$ cat config.mk
export PLATFORM = sky130hd
export DESIGN_NAME = uart_rx_oversample
export DESIGN_NICKNAME = d
export VERILOG_FILES = /design/src/rtl/uart_rx_oversample.sv
export SDC_FILE = /design/constraint.sdc
export NUM_CORES = 1
export LEC_CHECK = 0
export CAP_MARGIN = 20
export CORE_MARGIN = 4
export CORE_UTILIZATION = 54
export DETAILED_ROUTE_END_ITERATION = 6
export GPL_TIMING_DRIVEN = 0
export PLACE_DENSITY = 0.9
export SLEW_MARGIN = 20
export SYNTH_ARGS = -nofsm -noshare
export SYNTH_HDL_FRONTEND = slang
export SYNTH_SLANG_ARGS = --single-unit
$ cat constraint.sdc
create_clock -name clock -period 2.7 [get_ports clock]
set_input_delay 0.54 -clock clock [delete_from_list [all_inputs] [get_ports clock]]
set_output_delay 0.54 -clock clock [all_outputs]
set_load 0.02 [all_outputs]
$ cat src/rtl/uart_rx_oversample.sv
// UART receiver: 16x oversampled, 3-sample majority vote per bit, optional parity,
// 1 or 2 stop bits, valid/ready byte output with sticky error flags.
module uart_rx_oversample #(
    parameter int OVERSAMPLE = 16,
    parameter int DIV_W      = 16
) (
    input  logic             clock,
    input  logic             reset,
    input  logic             uart_en,
    input  logic             rx_en,
    input  logic [DIV_W-1:0] baud_div,
    input  logic             parity_enable,
    input  logic             parity,
    input  logic             stop_bit,
    input  logic             status_clr,
    input  logic             rx,
    output logic [7:0]       rx_data,
    output logic             rx_perr,
    output logic             rx_ferr,
    output logic             rx_valid,
    input  logic             rx_ready,
    output logic             busy,
    output logic             parity_error,
    output logic             frame_error,
    output logic             overrun_error
);

    localparam int SCNT_W = $clog2(OVERSAMPLE);
    localparam logic [SCNT_W-1:0] SC_S0   = SCNT_W'(OVERSAMPLE / 2 - 1);
    localparam logic [SCNT_W-1:0] SC_S1   = SCNT_W'(OVERSAMPLE / 2);
    localparam logic [SCNT_W-1:0] SC_MID  = SCNT_W'(OVERSAMPLE / 2 + 1);
    localparam logic [SCNT_W-1:0] SC_LAST = SCNT_W'(OVERSAMPLE - 1);

    typedef enum logic [2:0] {
        S_IDLE, S_START, S_DATA, S_PARITY, S_STOP1, S_STOP2
    } state_e;

    state_e             state_q, state_d;
    logic               rx_meta_q, rx_meta_d, rx_s_q, rx_s_d, rx_prev_q, rx_prev_d;
    logic [DIV_W-1:0]   div_q, div_d;
    logic [SCNT_W-1:0]  scnt_q, scnt_d;
    logic [1:0]         samp_q, samp_d;
    logic [2:0]         bit_cnt_q, bit_cnt_d;
    logic [7:0]         data_q, data_d;
    logic               perr_q, perr_d, ferr_q, ferr_d;
    logic [7:0]         rx_data_q, rx_data_d;
    logic               rx_perr_q, rx_perr_d, rx_ferr_q, rx_ferr_d, rx_valid_q, rx_valid_d;
    logic               parity_error_q, parity_error_d, frame_error_q, frame_error_d;
    logic               overrun_error_q, overrun_error_d;

    logic enabled, tick, at_mid, at_last, bit_v, deliver;

    assign enabled = uart_en & rx_en;
    assign tick    = (state_q != S_IDLE) && (div_q == baud_div);
    assign at_mid  = tick && (scnt_q == SC_MID);
    assign at_last = tick && (scnt_q == SC_LAST);
    // Samples at counts 7 and 8 are held; the third is the live value at the count-9 tick.
    assign bit_v   = (samp_q[0] & samp_q[1]) | (samp_q[0] & rx_s_q) | (samp_q[1] & rx_s_q);

    // NOTE: every signal driven here gets a default first, so no path can infer a latch.
    always_comb begin
        rx_meta_d       = rx;
        rx_s_d          = rx_meta_q;
        rx_prev_d       = rx_s_q;
        state_d         = state_q;
        div_d           = div_q;
        scnt_d          = scnt_q;
        samp_d          = samp_q;
        bit_cnt_d       = bit_cnt_q;
        data_d          = data_q;
        perr_d          = perr_q;
        ferr_d          = ferr_q;
        rx_data_d       = rx_data_q;
        rx_perr_d       = rx_perr_q;
        rx_ferr_d       = rx_ferr_q;
        rx_valid_d      = rx_valid_q & ~rx_ready;
        parity_error_d  = parity_error_q & ~status_clr;
        frame_error_d   = frame_error_q & ~status_clr;
        overrun_error_d = overrun_error_q & ~status_clr;
        deliver         = 1'b0;

        if (state_q != S_IDLE) begin
            div_d = tick ? '0 : div_q + DIV_W'(1);
            if (tick) begin
                scnt_d = scnt_q + SCNT_W'(1);
                if (scnt_q == SC_S0) samp_d[0] = rx_s_q;
                if (scnt_q == SC_S1) samp_d[1] = rx_s_q;
            end
        end

        if (!enabled && state_q != S_IDLE) begin
            state_d = S_IDLE;
            div_d   = '0;
            scnt_d  = '0;
        end else begin
            case (state_q)
                S_IDLE: begin
                    if (enabled && rx_prev_q && !rx_s_q) begin
                        state_d   = S_START;
                        div_d     = '0;
                        scnt_d    = '0;
                        bit_cnt_d = '0;
                        perr_d    = 1'b0;
                        ferr_d    = 1'b0;
                    end
                end
                S_START: begin
                    if (at_mid && bit_v) state_d = S_IDLE;
                    else if (at_last)    state_d = S_DATA;
                end
                S_DATA: begin
                    if (at_mid) data_d = {bit_v, data_q[7:1]};
                    if (at_last) begin
                        bit_cnt_d = bit_cnt_q + 3'd1;
                        if (bit_cnt_q == 3'd7) state_d = parity_enable ? S_PARITY : S_STOP1;
                    end
                end
                S_PARITY: begin
                    if (at_mid)  perr_d  = ^data_q ^ bit_v ^ parity;
                    if (at_last) state_d = S_STOP1;
                end
                S_STOP1: begin
                    if (at_mid) begin
                        ferr_d = ferr_q | ~bit_v;
                        if (!stop_bit) begin
                            deliver = 1'b1;
                            state_d = S_IDLE;
                        end
                    end else if (at_last) begin
                        state_d = S_STOP2;
                    end
                end
                S_STOP2: begin
                    if (at_mid) begin
                        ferr_d  = ferr_q | ~bit_v;
                        deliver = 1'b1;
                        state_d = S_IDLE;
                    end
                end
                default: state_d = S_IDLE;
            endcase
        end

        // Delivery lands mid stop bit; forcing rx_prev high lets a still-low line
        // (break) register as the next start edge.
        if (deliver) begin
            rx_prev_d = 1'b1;
            if (!rx_valid_q || rx_ready) begin
                rx_data_d  = data_q;
                rx_perr_d  = perr_q;
                rx_ferr_d  = ferr_d;
                rx_valid_d = 1'b1;
            end else begin
                overrun_error_d = 1'b1;
            end
            if (perr_q) parity_error_d = 1'b1;
            if (ferr_d) frame_error_d  = 1'b1;
        end
    end

    // NOTE: state registers use non-blocking assignment so every flop samples pre-edge values.
    always_ff @(posedge clock) begin
        if (!reset) begin
            state_q         <= S_IDLE;
            rx_meta_q       <= 1'b1;
            rx_s_q          <= 1'b1;
            rx_prev_q       <= 1'b1;
            div_q           <= '0;
            scnt_q          <= '0;
            samp_q          <= '0;
            bit_cnt_q       <= '0;
            data_q          <= '0;
            perr_q          <= 1'b0;
            ferr_q          <= 1'b0;
            rx_data_q       <= '0;
            rx_perr_q       <= 1'b0;
            rx_ferr_q       <= 1'b0;
            rx_valid_q      <= 1'b0;
            parity_error_q  <= 1'b0;
            frame_error_q   <= 1'b0;
            overrun_error_q <= 1'b0;
        end else begin
            state_q         <= state_d;
            rx_meta_q       <= rx_meta_d;
            rx_s_q          <= rx_s_d;
            rx_prev_q       <= rx_prev_d;
            div_q           <= div_d;
            scnt_q          <= scnt_d;
            samp_q          <= samp_d;
            bit_cnt_q       <= bit_cnt_d;
            data_q          <= data_d;
            perr_q          <= perr_d;
            ferr_q          <= ferr_d;
            rx_data_q       <= rx_data_d;
            rx_perr_q       <= rx_perr_d;
            rx_ferr_q       <= rx_ferr_d;
            rx_valid_q      <= rx_valid_d;
            parity_error_q  <= parity_error_d;
            frame_error_q   <= frame_error_d;
            overrun_error_q <= overrun_error_d;
        end
    end

    assign rx_data       = rx_data_q;
    assign rx_perr       = rx_perr_q;
    assign rx_ferr       = rx_ferr_q;
    assign rx_valid      = rx_valid_q;
    assign busy          = (state_q != S_IDLE);
    assign parity_error  = parity_error_q;
    assign frame_error   = frame_error_q;
    assign overrun_error = overrun_error_q;

endmodule
==> run_results.csv, run 1 <==
group,metric,value,unit
run_status,outcome,"finished, final reports clean",
routing,drtIter0Drc,222,
synth,postSynth.asyncResetShare,0,%
grt,grt_usage,20.61,%
timing,hold_viol_final,0,
floorplan,die_h,81.40,um
clocking,clkSinkCount,55,
routing,wl_per_cell,14.87,um
min_path,hold_class,"flip-flop to flip-flop",
power_and_ir_drop,power_density,487.8,nW/um^2
timing,fin_crit,2.648,ns
clocking,clk_latency,0.31,ns
layout,drive_above_1_share,8.924,%
floorplan,core,5172,sq um
timing,min_period_over_period,98.09,%
synth,synth_edf_count,0,
min_path,hold_end,"rx_s_q",
timing,finalMaxSlewViolations,0,
routing,first_pass_iters,4,
synth,syn_area,2909,sq um
synth,synth_nets,361,
run,maxCapViolations,0,
worst_setup_path,reg2reg_depth,9,
clocking,numCtsBuffers,5,
synth,synth.area.top_cells,"dfxtp_1 38%, xor2_1 8.1%, mux2i_1 7.6%, nor2b_1 6.2%, nor2_1 3.7%",
synth,syn-mean-instance-area,8.842,sq um
layout,fin_area,3553,sq um
synth,yosysSeqAreaShare,37.85,%
min_path,hold_start,"rx_meta_q",
timing,max_freq,377.6,MHz
clocking,cts_tree,"built",
layout,n_antenna_cell,0,
timing,setup_viol,0,
grt,grt_pass1_wl,10700,um
routing,ant_nets,0,
routing,vias_per_cell,5.543,
synth,ys_ff_latch,55,
synth,yosysWarnings,0,
floorplan,start_util,56.24,%
grt,grt_max_degree,17,
worst_setup_path,timing.rr.start,"div_q[1]",
floorplan,die-area,6625,sq um
worst_setup_path,path_class,"input port to flip-flop",
placed_design,place_area,3387,sq um
worst_setup_path,arrival,2.86,ns
layout,area_delta_synth_final,22.15,%
floorplan,row_count,26,
routing,wirelength,6706,um
synth,synth_top_cell_area_share,37.85,%
placed_design,hpwlAfterDp,4930,um
synth,synth.largest_area_cell,"dfxtp_1",
layout,nets,412,
worst_setup_path,reg2reg_slack,0.26,ns
timing,worst_slack,0.05163,ns
power_and_ir_drop,power.leakage,0.001245,uW
worst_setup_path,worstReg2RegEnd,"rx_data[7]",
min_path,min_delay_path_depth,1,
synth,synthCells,329,
routing,drc_errors,0,
clocking,clk_pin_slew,0.09,ns
worst_setup_path,startpoint_type,"input port",
worst_setup_path,crit_required,2.91,ns
synth,yosysUniqueCellTypes,50,
placed_design,port_buffers,39,
grt,antenna_found_initial,0,
grt,grt-ovfl-total,0,
clocking,htreeDepth,2,
routing,vias,2500,
worst_setup_path,path_max_fanout,6,
worst_setup_path,crit_path_end_kind,"flip-flop",
clocking,clock-root-buffer,"clkbuf_8",
grt,grt_pass1_vias,2380,
synth,synth_flop_cell,"dfxtp_1",
power_and_ir_drop,power,1733,uW
clocking,cts_buffer_depth,2,
placed_design,place_ws,-0.2686,ns
timing,slew_headroom,68.06,%
placed_design,gp_congestion,0.9289,
floorplan,die_x,81.40,um
timing,worstMarginPinSlew,0.4791,ns
floorplan,io_pins,41,
timing,clock_skew,0.01212,ns
timing,fin_hold_ws,0.4167,ns
power_and_ir_drop,peakVddDrop,0.3064,mV
cell usage in the layout (no fill, tap or decap), types with 2 or more instances in the layout:
| cell | n |
|---|---|
| clkdlybuf4s50_1 | 38 |
| and3_1 | 3 |
| nor3_1 | 8 |
| buf_2 | 5 |
| a41oi_1 | 2 |
| buf_6 | 2 |
| o21ai_0 | 6 |
| nor4_1 | 2 |
| o211ai_1 | 2 |
| xnor2_1 | 11 |
| clkbuf_8 | 5 |
| nor2b_1 | 29 |
| and2_1 | 6 |
| dfxtp_1 | 55 |
| ha_1 | 6 |
| clkbuf_1 | 8 |
| o21a_1 | 3 |
| xor2_1 | 26 |
| nand3_1 | 14 |
| nand2_2 | 2 |
| nor2_1 | 29 |
| buf_4 | 4 |
| nor4_4 | 2 |
| nand2_1 | 27 |
| a21oi_1 | 15 |
| nand2b_1 | 4 |
| inv_1 | 7 |
| mux2i_1 | 22 |
| nor4_2 | 3 |
| or3_1 | 3 |
| o31ai_1 | 3 |
| nand4_1 | 4 |
logic make-up after synthesis:
kind of cell               count (synthesis)  synth area share [%]
and+or+nand+nor                          144                 26.92
AOI/OAI and AO/OA                         41                 10.02
DFF                                       55                 37.85
muxes                                     22                 7.570
buffers and inverters                     22                 3.269
adders and majority gates                  7                 2.925
xor gates and xnor gates                  38                 11.44
how the worst max path moves through the flow:
stage | start | slack (ns) | to | cells past startpoint
after floorplan | baud_div[12] | 0.52 | state_q[2] | 8
final | baud_div[9] | 0.05 | rx_data[7] | 10
after global routing | baud_div[10] | -0.06 | rx_data[7] | 10
after global placement | baud_div[9] | -0.21 | rx_data[1] | 10
after detailed placement | baud_div[9] | -0.27 | bit_cnt_q[0] | 8
after CTS | baud_div[9] | 0.06 | bit_cnt_q[0] | 8
cells in the mapped netlist (2+ instances only):
master	count
ha_1	6
nor4_2	2
nor2_1	29
and3_1	3
o21ai_0	6
and2_1	6
o31ai_1	3
nand4_1	4
dfxtp_1	55
a41oi_1	2
buf_2	4
a21oi_1	15
nand2_2	2
inv_1	7
xnor2_1	11
o211ai_1	2
xor2_1	27
o21a_1	3
nand3_1	14
nor3_1	8
nand2b_1	4
buf_4	2
or3_1	3
nand2_1	27
mux2i_1	22
nor4_1	4
nor2b_1	29
clkbuf_1	7
area by class of cell:
class / instances / area [sq um]
multi-input cells: 252 / 1749
clock inverters: 2 / 12.51
repair buffers: 44 / 427.9
flip-flops and latches: 55 / 1101
inverters: 8 / 30.03
well taps: 70 / 87.58
plain buffers: 14 / 72.57
clock buffers: 6 / 72.57
fillers: 388 / 1619
per-layer routing:
layer / part of all wire [%] / GRT usage, % / vias up / wire, um
met5: 0 / 0 / - / 0
met4: 2.2 / 7.432 / 0 / 147
met3: 5.3 / 4.767 / 14 / 358
met2: 51 / 34.69 / 75 / 3407
met1: 42 / 25.60 / 1187 / 2792
li1: - / - / 1224 / -
where the power goes:
| part | internal (uW) | switching (uW) | leakage [uW] | total (uW) |
|---|---|---|---|---|
| Sequential | 829 | 18.9 | 0.000444 | 848 |
| Clock | 182 | 262 | 0.0000412 | 444 |
| Combinational | 169 | 272 | 0.000760 | 441 |
| Total | 1180 | 553 | 0.00124 | 1730 |
state kept, by name, indices dropped and copies added, names as in the netlist, 2 cells and up:
| name | count |
|---|---|
| samp_q | 2 |
| data_q | 8 |
| rx_data | 8 |
| div_q | 16 |
| scnt_q | 4 |
| state_q | 3 |
| bit_cnt_q | 3 |
repair_timing:
| item | CTS | global route |
|---|---|---|
| setup buffers | 0 | 4 |
| resized for setup | 0 | 8 |
| hold buffers | 0 | 0 |
| setup endpoints to repair | 0 | 16 |
stage by stage:
stage / utilization, % / TNS, ns / instances
5_1_grt: 68.70 / -0.2004 / 451
4_1_cts: 67.13 / 0 / 446
3_3_place_gp: 65.48 / -6.263 / 438
2_1_floorplan: - / 0 / 329
3_5_place_dp: 65.48 / -7.426 / 438
6_report: 68.70 / 0 / 451
worst max-delay path, stage by stage:
cell and delay [ns]:
clkdlybuf4s50_1 0.42, xor2_1 0.17, nor4_2 0.35, and2_1 0.17
buf_2 0.19, nand3_4 0.13, nor4_4 0.35, buf_2 0.26
mux2i_1 0.20, nor2b_1 0.06
Power figures use the tool's default switching activity.
==> inputs of run 2 (changes only) <==
CTS_CLUSTER_DIAMETER = 200   (was default)
==> results of run 2 <==
Final layout, timing and power as in run 1 (identical DEF).
==> inputs of run 3 (changes only) <==
CORE_MARGIN = default   (was 4)
GPL_ROUTABILITY_DRIVEN = 0   (was default)
SETUP_SLACK_MARGIN = 0.15   (was default)
==> run_results.csv, run 3 (same netlist as run 1, synthesis figures left out) <==
group,metric,value,unit
run_status,outcome,"finished, final reports clean",
grt,antenna_found_initial,0,
timing,setup_viol,0,
power_and_ir_drop,peakVddDrop,0.3718,mV
layout,final_common_cell,"dfxtp_1",
min_path,hold_class,"flip-flop to flip-flop",
power_and_ir_drop,pwr-share-comb,24.3,%
power_and_ir_drop,pwr-share-clk,28.6,%
timing,min_period_over_period,91.99,%
placed_design,place_inst,438,
placed_design,hpwlAfterDp,4812,um
routing,wl_met2,3547,um
worst_setup_path,reg2reg_slack,0.32,ns
floorplan,die-area,5684,sq um
grt,grt_pass1_wl,10850,um
worst_setup_path,timing.rr.start,"div_q[1]",
routing,wl_met3,300,um
placed_design,port_buffers,39,
timing,rsz0062_at_grt,"yes",
timing,worstMarginPinSlew,0.4873,ns
power_and_ir_drop,power,1799,uW
timing,finalMaxSlewViolations,0,
layout,drive_above_1_share,10.68,%
worst_setup_path,arrival,2.71,ns
clocking,clk_latency,0.33,ns
floorplan,row_count,26,
routing,drtIter0Drc,275,
power_and_ir_drop,p_sw_share,32.52,%
routing,first_pass_iters,4,
layout,largest_reg_flops,16,
worst_setup_path,path_class,"input port to flip-flop",
worst_setup_path,startpoint_type,"input port",
power_and_ir_drop,power_density,497.8,nW/um^2
routing,drc_errors,0,
placed_design,place_area,3387,sq um
clocking,clk_pin_slew,0.10,ns
grt,grt-ovfl-total,0,
power_and_ir_drop,pwr-share-seq,47.1,%
power_and_ir_drop,power.leakage,0.001288,uW
layout,regMostFlops,"div_q",
layout,fin_area,3613,sq um
layout,nets,415,
routing,wirelength,6900,um
layout,instances_no_fill,454,
power_and_ir_drop,p_int,1214,uW
timing,slew_headroom,67.51,%
worst_setup_path,critPathTopFamily,"simple AND/OR/NAND/NOR gates",
worst_setup_path,crit_required,2.92,ns
routing,ant_nets,0,
worst_setup_path,path_buf_inv,3,
worst_setup_path,path_max_fanout,5,
routing,top_layer_used,"met4",
worst_setup_path,path_cells,"clkdlybuf4s50_1, xor2_1, nor4_2, and4_1, buf_6, nand3_4, nor4_4, buf_6, mux2i_2, nor2b_1",
routing,wl_per_cell,15.20,um
layout,n_antenna_cell,0,
worst_setup_path,reg2reg_depth,9,
routing,drt-met1-wl,2944,um
worst_setup_path,worstReg2RegEnd,"rx_data[6]",
worst_setup_path,path_common_cell,"buf_6",
worst_setup_path,max_stage_delay,0.41,ns
routing,vias_per_cell,5.511,
floorplan,core,5140,sq um
timing,max_freq,402.6,MHz
min_path,hold_start,"rx_meta_q",
clocking,cts_tree,"built",
floorplan,io_pins,41,
routing,vias,2502,
layout,area_delta_synth_final,24.22,%
floorplan,start_util,56.60,%
clocking,clock-root-buffer,"clkbuf_8",
layout,utilization,70.30,%
power_and_ir_drop,p_sw,584.9,uW
clocking,numCtsBuffers,5,
run,maxCapViolations,0,
layout,nFillCells,410,
min_path,min_delay_path_depth,1,
clocking,clkSinkCount,55,
grt,grt_usage,25.38,%
clocking,htreeDepth,2,
layout,final_cell_mix,"55 x dfxtp_1, 37 x clkdlybuf4s50_1, 29 x nor2_1, 29 x nor2b_1",
floorplan,die_x,75.40,um
timing,clock_skew,0.004208,ns
clocking,cts_buffer_depth,2,
worst_setup_path,slowest_stage,"clkdlybuf4s50_1",
timing,hold_viol_final,0,
grt,grt_max_degree,19,
floorplan,die_h,75.40,um
timing,fin_crit,2.484,ns
min_path,hold_end,"rx_s_q",
grt,grt_pass1_vias,2406,
worst_setup_path,crit_path_end_kind,"flip-flop",
==> run 3: stage by stage <==
stage                     setup WS (ns)  hold slack, ns  TNS (ns)
after floorplan                  0.5231          0.3863         0
after global placement          -0.1443          0.3937    -4.299
after detailed placement        -0.3118          0.4113    -8.726
after global routing             0.1107          0.4822         0
after CTS                        0.1666          0.4523         0
final                            0.2163          0.4391         0
==> run 3: repair_timing <==
action / in CTS / in global routing
setup buffers: 0 / 7
pin swaps: 0 / 6
setup endpoints to repair: 35 / 34
cloned: 0 / 1
hold buffers: 0 / 0
resized for setup: 4 / 15
==> run 3: cell type report <==
cell class / count / area [sq um] / share of cell area (%)
Inverter: 8 / 30.03 / 0.8310
Clock inverter: 2 / 18.77 / 0.5194
Tap cell: 70 / 87.58 / 2.424
Clock buffer: 6 / 82.58 / 2.285
Timing Repair Buffer: 47 / 455.4 / 12.60
Sequential cell: 55 / 1101 / 30.47
Buffer: 14 / 82.58 / 2.285
Multi-Input combinational cell: 252 / 1755 / 48.58
==> run 3: power by group through the flow <==
stage	sequential, uW	combinational, uW	clock, uW
floorplan	860	292	0
global placement	863	403	0
detailed placement	865	413	0
CTS	846	422	514
global route	850	475	546
finish	847	437	515
==> run 3: worst register-to-register path, cell delays in order, from the launching register on <==
cell and delay (ns):
dfxtp_1 0.51, xor2_1 0.13, nor4_2 0.33, and4_1 0.25
buf_6 0.13, nand3_4 0.11, nor4_4 0.33, buf_6 0.19
mux2i_2 0.22, nor2b_1 0.07
==> run 3: how the worst max path moves through the flow <==
stage / from / end / slack [ns] / cells past startpoint
after CTS: baud_div[10] / rx_data[6] / 0.17 / 10
after global routing: baud_div[11] / data_q[0] / 0.11 / 10
after detailed placement: baud_div[10] / rx_data[6] / -0.31 / 10
after floorplan: baud_div[12] / state_q[2] / 0.52 / 8
after global placement: baud_div[9] / rx_data[0] / -0.14 / 10
final: baud_div[4] / rx_data[6] / 0.22 / 10
==> run 3: metal layers <==
| metal | global-route usage [%] | vias to the layer above |
|---|---|---|
| li1 | - | 1230 |
| met1 | 30.12 | 1188 |
| met2 | 45.63 | 69 |
| met3 | 5.952 | 15 |
| met4 | 7.407 | 0 |
| met5 | 0 | - |
